## src/rtl/seq_pattern_detector.sv

```systemverilog
// Runtime-programmable serial pattern detector: valid-qualified bit stream in,
// registered one-cycle match pulse and saturating match counter out.
module seq_pattern_detector #(
    parameter int               PAT_W   = 8,
    parameter logic [PAT_W-1:0] DEF_PAT = PAT_W'(8'h09),
    parameter int               DEF_LEN = 4,
    parameter bit               DEF_OVL = 1'b1,
    parameter int               CNT_W   = 8,
    localparam int              LEN_W   = $clog2(PAT_W + 1)
) (
    input  logic             clk,
    input  logic             rst,
    input  logic             cfg_load,
    input  logic [PAT_W-1:0] cfg_pattern,
    input  logic [LEN_W-1:0] cfg_len,
    input  logic             cfg_overlap,
    input  logic             in_valid,
    input  logic             in_bit,
    input  logic             cnt_clr,
    output logic             match,
    output logic [CNT_W-1:0] match_count,
    output logic             cnt_sat,
    output logic             armed
);

    localparam logic [LEN_W-1:0] FULL    = LEN_W'(PAT_W);
    localparam logic [CNT_W-1:0] CNT_MAX = '1;

    logic [PAT_W-1:0] pattern;
    logic [PAT_W-1:0] hist;
    logic [PAT_W-1:0] next_hist;
    logic [PAT_W-1:0] lenmask;
    logic [LEN_W-1:0] len;
    logic [LEN_W-1:0] fill;
    logic [LEN_W-1:0] next_fill;
    logic [LEN_W-1:0] len_clamped;
    logic             ovl;
    logic             eq;
    logic [CNT_W-1:0] cnt_next;
    logic             sat_next;

    // Post-shift view, so the completing bit takes part in the compare.
    always_comb begin
        next_hist = in_valid ? {hist[PAT_W-2:0], in_bit} : hist;
        next_fill = (in_valid && fill != FULL) ? fill + 1'b1 : fill;
        lenmask   = '0;
        for (int i = 0; i < PAT_W; i++) begin
            lenmask[i] = (i < int'(len));
        end
        eq = in_valid && !cfg_load && (next_fill >= len) &&
             (((next_hist ^ pattern) & lenmask) == '0);
        len_clamped = (cfg_len == '0 || cfg_len > FULL) ? FULL : cfg_len;
    end

    // A clear coinciding with a match restarts the count at one.
    always_comb begin
        cnt_next = match_count;
        if (cnt_clr) begin
            cnt_next = eq ? CNT_W'(1) : '0;
        end else if (eq && match_count != CNT_MAX) begin
            cnt_next = match_count + 1'b1;
        end
        sat_next = cnt_clr ? (cnt_next == CNT_MAX)
                           : (cnt_sat || cnt_next == CNT_MAX);
    end

    always_ff @(posedge clk or posedge rst) begin
        if (rst) begin
            pattern     <= DEF_PAT;
            len         <= LEN_W'(DEF_LEN);
            ovl         <= DEF_OVL;
            hist        <= '0;
            fill        <= '0;
            match       <= 1'b0;
            match_count <= '0;
            cnt_sat     <= 1'b0;
            armed       <= 1'b0;
        end else begin
            match_count <= cnt_next;
            cnt_sat     <= sat_next;
            if (cfg_load) begin
                pattern <= cfg_pattern;
                len     <= len_clamped;
                ovl     <= cfg_overlap;
                hist    <= '0;
                fill    <= '0;
                match   <= 1'b0;
                armed   <= 1'b0;
            end else begin
                hist  <= next_hist;
                match <= eq;
                // Non-overlap mode demands len fresh bits after every hit.
                if (eq && !ovl) begin
                    fill  <= '0;
                    armed <= 1'b0;
                end else begin
                    fill  <= next_fill;
                    armed <= (next_fill >= len);
                end
            end
        end
    end

endmodule

```

## config.mk

```make
export PLATFORM = sky130hd
export DESIGN_NAME = seq_pattern_detector
export DESIGN_NICKNAME = d
export VERILOG_FILES = /design/src/rtl/seq_pattern_detector.sv
export SDC_FILE = /design/constraint.sdc
export NUM_CORES = 1
export LEC_CHECK = 0
export ABC_CLOCK_PERIOD_IN_PS = 2700
export BUFFER_PORTS_ARGS = -buffer_cell sky130_fd_sc_hd__buf_2
export CORE_ASPECT_RATIO = 1.75
export CORE_MARGIN = 5
export CORE_UTILIZATION = 25
export DETAILED_ROUTE_END_ITERATION = 8
export GPL_TIMING_DRIVEN = 0
export PLACE_DENSITY = 0.41
export SETUP_SLACK_MARGIN = 0.4
export SLEW_MARGIN = 30
export SYNTH_ARGS = -nofsm -noshare
export SYNTH_HDL_FRONTEND = slang
export SYNTH_SLANG_ARGS = --single-unit
```

## constraint.sdc

```tcl
create_clock -name clk -period 2.7 [get_ports clk]
set_input_delay 0.405 -clock clk [delete_from_list [all_inputs] [get_ports clk]]
set_output_delay 0.405 -clock clk [all_outputs]
set_load 0.05 [all_outputs]
```

# After elaboration in Yosys (flattened, before gate mapping)
# Cells that the tools add are included.
# totals
inputBits	19
register_bits	36
out_inout_bits	11
wordCells	51
# op_classes
eq_ne	3
order_cmp	10
mux	13
n_reduce_logical	12
n_bitwise	2
addsub	2
# ops
cell	count
$mux 8	4
$lt 3x4->1 const A	4
$mux 4	4
$add 8x1->8 const B	1
$and 8x8->8	1
$eq 8x8->1 const B	1
$logic_not 8->1	1
$lt 1x4->1 const A	2
$lt 2x4->1 const A	2
$ne 8x8->1 const B	1
$xor 8x8->8	1
$logic_and 1x1->1	6
$mux 1	5
$add 4x1->4 const B	1
$ge 4x4->1	1
$gt 4x4->1 const B	1
$logic_not 4->1	1
$ne 4x4->1 const B	1
$logic_not 1->1	2
$logic_or 1x1->1	2

# Longest topological paths before layout
# Gate-level depths: netlist (run 1).
# depth
word_depth	12
mapped_depth	15
mapped_depth_nobuf	15

# Least setup slack after synthesis (run 1)
# No wires, ideal clock.
# synth_path
kind	reg2reg
from	register fill[0]
to	register cnt_sat
slack_ns	0.070
path_stages_with_launch	15
t_required_ns	2.578
arrival_ns	2.508
period_less_slack_ns	2.630
path_buffers	0
setup_ns	0.122
cell_sequence	dfrtp_1 inv_1 ha_1 nand3b_1 nand2_1 inv_1 nand2_1 xnor2_1 ha_1 nand2_1 o21a_1 nor4_2 mux2_1 a21boi_2 a32o_1
# synth_between
elab_chain_cells	12
elab_cells_between_ends	14
classes_between	add/sub (1); order compare (1); eq/ne (2); mux (5); reduce/logical (5)
# synth_rtl
element	line	source
start, declared	34	logic [LEN_W-1:0] fill;
start signal, assigned	97	fill <= next_fill;
branches (longest 2 deep; another with $add 4x1->4)	--	
$mux 4 (*)	45	next_fill = (in_valid && fill != FULL) ? fill + 1'b1 : fill;
$ge 4x4->1 (*)	50	eq = in_valid && !cfg_load && (next_fill >= len) &&
$logic_and 1x1->1 (*) (2 in a row)	50	
$logic_and 1x1->1 (*)	60	end else if (eq && match_count != CNT_MAX) begin
$mux 8 (*)	60	
$mux 8 (*)	58	if (cnt_clr) begin
net cnt_next[5]	39	logic [CNT_W-1:0] cnt_next;
$eq 8x8->1 (*)	63, 64	
$logic_or 1x1->1	64	: (cnt_sat || cnt_next == CNT_MAX);
$mux 1 (*)	63	sat_next = cnt_clr ? (cnt_next == CNT_MAX)
net sat_next	40	logic sat_next;
end signal, assigned	80	cnt_sat <= sat_next;
end, declared	22	output logic cnt_sat,
# Mark *: on every way through the listed nets, which the timed path passes.
# A chain may end at the register's enable or synchronous reset.

# Final worst setup path (run 1)
# Ends and elaborated chain as after synthesis.

==> flow_metrics.tcl, run 1 <==
set metrics [dict create \
    worst_slew_pin_slew_ps 623 \
    hpwl_um 3910 \
    multi_input_area_mm2 0.00112 \
    synth.largest_area_cell "dfrtp_1" \
    yosysMostFrequentCell "dfrtp_1" \
    critPathKind "flip-flop to flip-flop" \
    hp-class "input pin to asynchronous set/reset pin" \
    core_mm2 0.00780 \
    seqCellArea_um2 882 \
    finalMaxSlewViolations 0 \
    h-tree-depth 2 \
    drcViolationCount 0 \
    antenna_found_initial 0 \
    numCtsBuffers 5 \
    setup.worst_path.end_class "flip-flop" \
    io_pins 30 \
    antenna_cells 0 \
    synth_top_area_share 0.394 \
    status "finished clean" \
    rows 43 \
    clkTransAtPathRegs_ps 50 \
    grt_usage 0.111 \
    die-area_mm2 0.00983 \
    power_density_mw_per_mm2 552 \
    rsz0062_at_grt "yes" \
    clockBufferDepth 2 \
    area_growth_pct 32.6 \
    via_count 1537 \
    routed_wl_um 5080 \
    final_util 0.335 \
    fp.dieW_um 77.1 \
    route.detailed.wl_per_inst_um 15.6 \
    drt_first_pass_iters 4 \
    cts.sinks 35 \
    grt_pass1_vias 1675 \
    synthArstFlopShare 1.00 \
    cap_violations 0 \
    synth_area_mm2 0.00197 \
    vias_per_cell 4.71 \
    tns_ps 0 \
    yosys-top-cells-area "dfrtp_1 (39%), xnor2_1 (6.2%), mux2i_1 (5.6%), dfstp_2 (5.3%), mux2_2 (4.6%)" \
    slew_headroom 0.584 \
    drtIter0Drc 33 \
    p_leak_nw 1.20 \
    root_buffer "clkbuf_16" \
    die_y_um 127 \
    worstSkewPairLatency_ps 280 \
    initial_core_util 0.253 \
    cp.arrival_ps 2740 \
    ant_nets 0 \
    ir_worst_vdd_mv 0.313 \
    synth-seq-area-share 0.447 \
    io_buffer_count 26 \
    final_hold_viol_count 0 \
    ys_types 43 \
    placed_cells_incl_taps 307 \
    drive_above_1_share 0.373 \
    synth_edf_count 0 \
    critPathLaunchType "flip-flop" \
    ys_ff_latch 35 \
    final_cells 326 \
    grt_pass1_wl_um 8380 \
    grt_overflow 0 \
    synth_cells 190 \
    cp_max_fo 3 \
    synthFlopType "dfrtp_1" \
    finalClockSkew_ps 3.05 \
    nets 261 \
    ys_top_cells_by_count "dfrtp_1 (31), nor2_1 (17), xnor2_1 (14)" \
    cts_tree "done" \
    max_clock_freq_ghz 0.388 \
    pre_cts_ws_ps -64.6 \
    fin_crit_ps 2570 \
    post-route-period-util 0.954 \
    fillers 787 \
    final.setup.worst_slack_ps 125 \
    p_total_mw 1.44 \
    required_ps 2870 \
    yosys_warnings 0 \
    hold_buffers 0 \
    setup-violations-final 0 \
    grt_max_degree 19 \
    synth_nets 216 \
    avgSynthCellArea_um2 10.4 \
    gp_congestion 0.733 \
]
## layer usage
metal	track usage	part of all wire	wire, um	up-vias
li1	-	-	-	754
met1	0.102	0.35	1780	742
met2	0.218	0.58	2960	27
met3	0.0268	0.032	162	14
met4	0.0547	0.034	172	0
met5	0	0	0	-
## flip-flops by register name (all words and copies together), names as in the netlist
register / cells
match_count: 8
ovl: 1
fill: 4
match: 1
cnt_sat: 1
pattern: 8
len: 4
hist: 7
armed: 1
## layout make-up
class / count / share of cell area
clock buffer: 8 / 0.0598
sequential: 35 / 0.337
timing repair buffer: 38 / 0.0962
tap: 90 / 0.0431
multi-input combinational: 136 / 0.427
buffer: 6 / 0.0172
inverter: 13 / 0.0187
## stage by stage
stage	hold slack, ps	instance area, um2
after floorplan	460	1980
after global placement	480	2220
after detailed placement	442	2250
after CTS	140	2500
after global routing	164	2610
final	124	2610
## final timing paths
check / startpoint / to / slack (ps) / cells past startpoint
min reg2reg: cnt_sat$_DFF_PP0_ / cnt_sat$_DFF_PP0_ / 500 / 1
max reg2reg: fill[0]$_DFF_PP0_ / cnt_sat$_DFF_PP0_ / 130 / 14
min in group clk: cfg_overlap / ovl$_DFFE_PP1P_ / 340 / 3
max: fill[0]$_DFF_PP0_ / cnt_sat$_DFF_PP0_ / 130 / 14
min: rst / pattern[1]$_DFFE_PP0P_ / 120 / 2
max in group asynchronous: rst / ovl$_DFFE_PP1P_ / 2060 / 3
## worst max-delay path, cell delays in order, from the launching register on
cell and delay (ps):
dfrtp_1 350, inv_2 60, ha_4 150, nand3b_1 80
nand2_2 80, inv_2 80, nand2_2 60, xnor2_2 140
ha_1 290, nand2_2 60, o21a_4 230, nor4_4 160
mux2_4 340, a21boi_2 160, a32o_1 210
## repair_timing
action / CTS / global route
gates resized for setup: 10 / 17
setup buffers: 6 / 5
cloned: 0 / 0
pin swaps: 1 / 4
endpoints found under the setup margin: 14 / 15
endpoints found under the hold margin: 0 / 0
## power breakdown
group / internal [mW] / total, mW / switching (mW)
sequential: 0.555 / 0.582 / 0.0266
combinational: 0.127 / 0.256 / 0.129
clock: 0.393 / 0.604 / 0.211
total: 1.07 / 1.44 / 0.367
## logic make-up after synthesis
kind of cell             after synthesis  share of synthesized area
AO/OA/AOI/OAI                         31                      0.114
XOR/XNOR                              18                     0.0800
adder cells (fa/ha/maj)                7                     0.0444
buffers and inverters                 19                     0.0457
flip-flops                            35                      0.447
multiplexers                          20                      0.107
AND/OR/NAND/NOR                       60                      0.161
## placed cells by master (no fill, tap or decap), types with 2 or more instances in the layout
cell type,Yosys,final
clkbuf_8,0,2
o21ai_1,0,2
nand4_1,5,5
o21ai_0,10,8
a21o_1,3,2
mux2_2,8,8
nand2_1,10,7
dfstp_2,4,4
nand3b_1,4,4
nand2_2,0,3
a32o_1,2,2
xor2_1,4,4
ha_1,7,6
inv_2,0,4
nand3_1,4,4
buf_4,1,9
nor2_1,17,17
dfrtp_1,31,30
inv_1,13,9
a21oi_1,5,3
and3_1,2,2
nor3_4,0,2
o211ai_1,2,2
nor2b_1,6,5
buf_2,0,26
xnor2_2,0,2
buf_6,2,4
clkbuf_16,0,5
xnor2_1,14,12
mux2i_1,11,11
clkbuf_1,3,4
(Power assumes the default switching activity.)
==> inputs of run 2 (changes only) <==
--- a/config.mk
+++ b/config.mk
@@ -5,6 +5,7 @@
 export SDC_FILE = /design/constraint.sdc
 export NUM_CORES = 1
 export LEC_CHECK = 0
+export ABC_AREA = 1
 export ABC_CLOCK_PERIOD_IN_PS = 2700
 export BUFFER_PORTS_ARGS = -buffer_cell sky130_fd_sc_hd__buf_2
 export CORE_ASPECT_RATIO = 1.75
==> run 2 against run 1 <==
- worst setup slack lost 64 ps
- via count grew 27%
- power shrank 2.3%
- worst hold slack lost 14 ps
- sequential share of layout area shrank 0.97 points
- utilization is essentially flat
- register-to-register slack lost 60 ps
- fmax shrank 2.4%
- critical path type unchanged
- largest cell class unchanged
- highest routed layer unchanged
==> flow_metrics.tcl, run 2 <==
set metrics [dict create \
    status "finished clean" \
    met3_usage 0.0226 \
    io_buffer_count 28 \
    synth.largest_area_cell "dfrtp_1" \
    initial_core_util 0.255 \
    antenna_found_initial 0 \
    drcViolationCount 0 \
    pwr-share-clk 0.397 \
    power_density_mw_per_mm2 510 \
    tns_ps 0 \
    synth_compound_area_frac 0.0685 \
    slew_headroom 0.632 \
    ys_top_cells_by_count "nand2_1 (90), inv_1 (44), dfrtp_1 (32)" \
    ys_ff_latch 36 \
    routed_wl_um 5910 \
    hpwl_um 4530 \
    layout_commonest_cell "nand2_1" \
    grt_use_met1 0.128 \
    finalClockSkew_ps 7.52 \
    final_cell_mix "nand2_1 (85), inv_1 (38), dfrtp_1 (32)" \
    finalMaxSlewViolations 0 \
    yosys-top-cells-area "dfrtp_1 (38%), nand2_1 (16%), inv_1 (7.9%), nand3_1 (6.2%), dfstp_2 (5.0%)" \
    cap_violations 0 \
    core_mm2 0.00826 \
    crit_slowest_cell "dfrtp_1" \
    setup.worst_path.end_class "flip-flop" \
    root_buffer "clkbuf_16" \
    grt_overflow 0 \
    p_sw_uw 401 \
    grt_max_degree 22 \
    gp_congestion 0.782 \
    io_pins 30 \
    final_cells 430 \
    rsz0062_at_grt "yes" \
    synth_top_family_by_area "simple AND/OR/NAND/NOR gates" \
    nets 363 \
    synth.area.mux_share 0 \
    cts.sinks 36 \
    synthSimpleGateAreaFrac 0.325 \
    placed_cells_incl_taps 409 \
    numCtsBuffers 5 \
    area_growth_pct 31.5 \
    drt_first_pass_iters 4 \
    route.detailed.wl_per_inst_um 13.7 \
    synth_nets 314 \
    crit_start "fill[0]$_DFF_PP0_" \
    synth-seq-area-share 0.431 \
    reg_top3 "hist (8), match_count (8), pattern (8)" \
    grt_pass1_vias 2116 \
    synthArstFlopShare 1.00 \
    synthAdderAreaFrac 0.0417 \
    worstSkewPairLatency_ps 280 \
    ant_nets 0 \
    p_leak_nw 1.40 \
    hold_buffers 0 \
    final_hold_viol_count 0 \
    die_y_um 131 \
    cts_tree "done" \
    yosys_warnings 0 \
    via_count 1958 \
    grt_usage 0.126 \
    yosysMostFrequentCell "nand2_1" \
    synthXorXnorAreaFrac 0.0375 \
    critPathLaunchType "flip-flop" \
    final.setup.worst_slack_ps 60.7 \
    use_met2 0.243 \
    max_clock_freq_ghz 0.379 \
    grt_pass1_wl_um 10100 \
    hp-class "input pin to asynchronous set/reset pin" \
    fin_crit_ps 2640 \
    ir_worst_vdd_mv 0.244 \
    vias_per_cell 4.55 \
    antenna_cells 0 \
    combPwrFrac 0.186 \
    crit_chain "inv_2 > ha_4 > nand3_4 > nand2_4 > nor4_4 > xnor2_2 > inv_2 > ha_4 > nand2_4 > inv_2 > nand2_2 > nand2_4 > nor2_4 > nor3_4 > buf_6 > nand4_1 > nand2_1 > nor2_2 > nand2_1 > nor2_2 > nand2_1 > nand2_1" \
    fillers 891 \
    pre_cts_ws_ps -393 \
    drive_above_1_share 0.251 \
    rows 44 \
    synth_top_area_share 0.381 \
    required_ps 2870 \
    drtIter0Drc 71 \
    synth_edf_count 0 \
    synthFlopType "dfrtp_1" \
    max_stage_delay_ps 360 \
    crit_top_cell "nand2_1" \
    worst_slew_pin_slew_ps 552 \
    intPower_mw 1.01 \
    avgSynthCellArea_um2 7.30 \
    fp.dieW_um 79.3 \
    synth_cells 288 \
    cp_max_fo 6 \
    clockBufferDepth 2 \
    synth_area_mm2 0.00210 \
    p_sw_frac 0.285 \
    gr-max-usage-layer "met2" \
    critPathKind "flip-flop to flip-flop" \
    die-area_mm2 0.0104 \
    ys_types 26 \
    h-tree-depth 2 \
    post-route-period-util 0.978 \
    clkTransAtPathRegs_ps 60 \
    r2r_start "fill[0]$_DFF_PP0_" \
    cp.arrival_ps 2810 \
    power_frac_seq 0.417 \
    setup-violations-final 0 \
]
[run 2: cell types whose count changed after synthesis, moves of 8 or more]
cell | before | now
nand2_1 | 10 | 90
inv_1 | 13 | 44
nand3_1 | 4 | 26
xnor2_1 | 14 | 2
mux2i_1 | 11 | 0
mux2_2 | 8 | 0
[run 2: cells by family (layout without fill, tap and decap cells)]
logic type	count (synthesis)	count (layout)
AND/OR/NAND/NOR	157	157
buffers and inverters	51	101
flip-flops	36	36
AO/OA/AOI/OAI	28	28
XOR/XNOR	9	9
adder cells (fa/ha/maj)	7	7
[run 2: metal layers]
| metal | vias to the layer above | part of all wire |
|---|---|---|
| li1 | 1005 | - |
| met1 | 916 | 0.38 |
| met2 | 28 | 0.58 |
| met3 | 9 | 0.021 |
| met4 | 0 | 0.022 |
| met5 | - | 0 |
[run 2: what timing repair did]
| item | in CTS | in global routing |
|---|---|---|
| pin swaps | 13 | 5 |
| buffers inserted | 12 | 1 |
| endpoints found under the setup margin | 15 | 15 |
| resized for setup | 19 | 10 |
| gates cloned | 0 | 0 |
[run 2: final cells by class]
class                   instances  area (um2)  area share
plain buffers                   6        33.8      0.0122
clock buffers                   7         133      0.0480
clock inverters                 1        5.00     0.00181
inverters                      45         169      0.0611
multi-input cells             201        1120       0.405
flip-flops and latches         36         906       0.328
well taps                      92         115      0.0416
repair buffers                 42         284       0.103
[run 2: worst max-delay path, delay by kind of cell, from the launching register on]
kind,cells,cell delay [ps]
adder cells (fa/ha/maj),2,440
XOR/XNOR,1,170
buffers and inverters,4,350
AND/OR/NAND/NOR,15,1210
flip-flops,1,360
[run 2: worst paths after layout]
kind | slack, ps | end | depth (start not counted)
worst max-delay path | 60 | cnt_sat$_DFF_PP0_ | 22
worst min-delay path | 110 | pattern[7]$_DFFE_PP0P_ | 2
worst max register to register | 60 | cnt_sat$_DFF_PP0_ | 22
worst min register to register | 480 | cnt_sat$_DFF_PP0_ | 2
max in group asynchronous | 2070 | pattern[3]$_DFFE_PP1P_ | 3
min in group clk | 330 | pattern[2]$_DFFE_PP0P_ | 3
[run 2: power groups by stage]
stage | Sequential [mW] | Clock [mW] | Combinational (mW)
global route | 0.590 | 0.608 | 0.301
global placement | 0.598 | 0 | 0.222
detailed placement | 0.597 | 0 | 0.226
CTS | 0.587 | 0.586 | 0.261
finish | 0.587 | 0.560 | 0.262
floorplan | 0.603 | 0 | 0.146
[run 2: through the flow]
stage                util  power, mW  hold slack [ps]  instance area [um2]
floorplan               -      0.749              462                 2140
global route        0.335       1.50              141                 2760
detailed placement  0.294      0.823              426                 2420
finish              0.335       1.41              110                 2760
global placement    0.290      0.819              472                 2400
CTS                 0.330       1.43              119                 2720
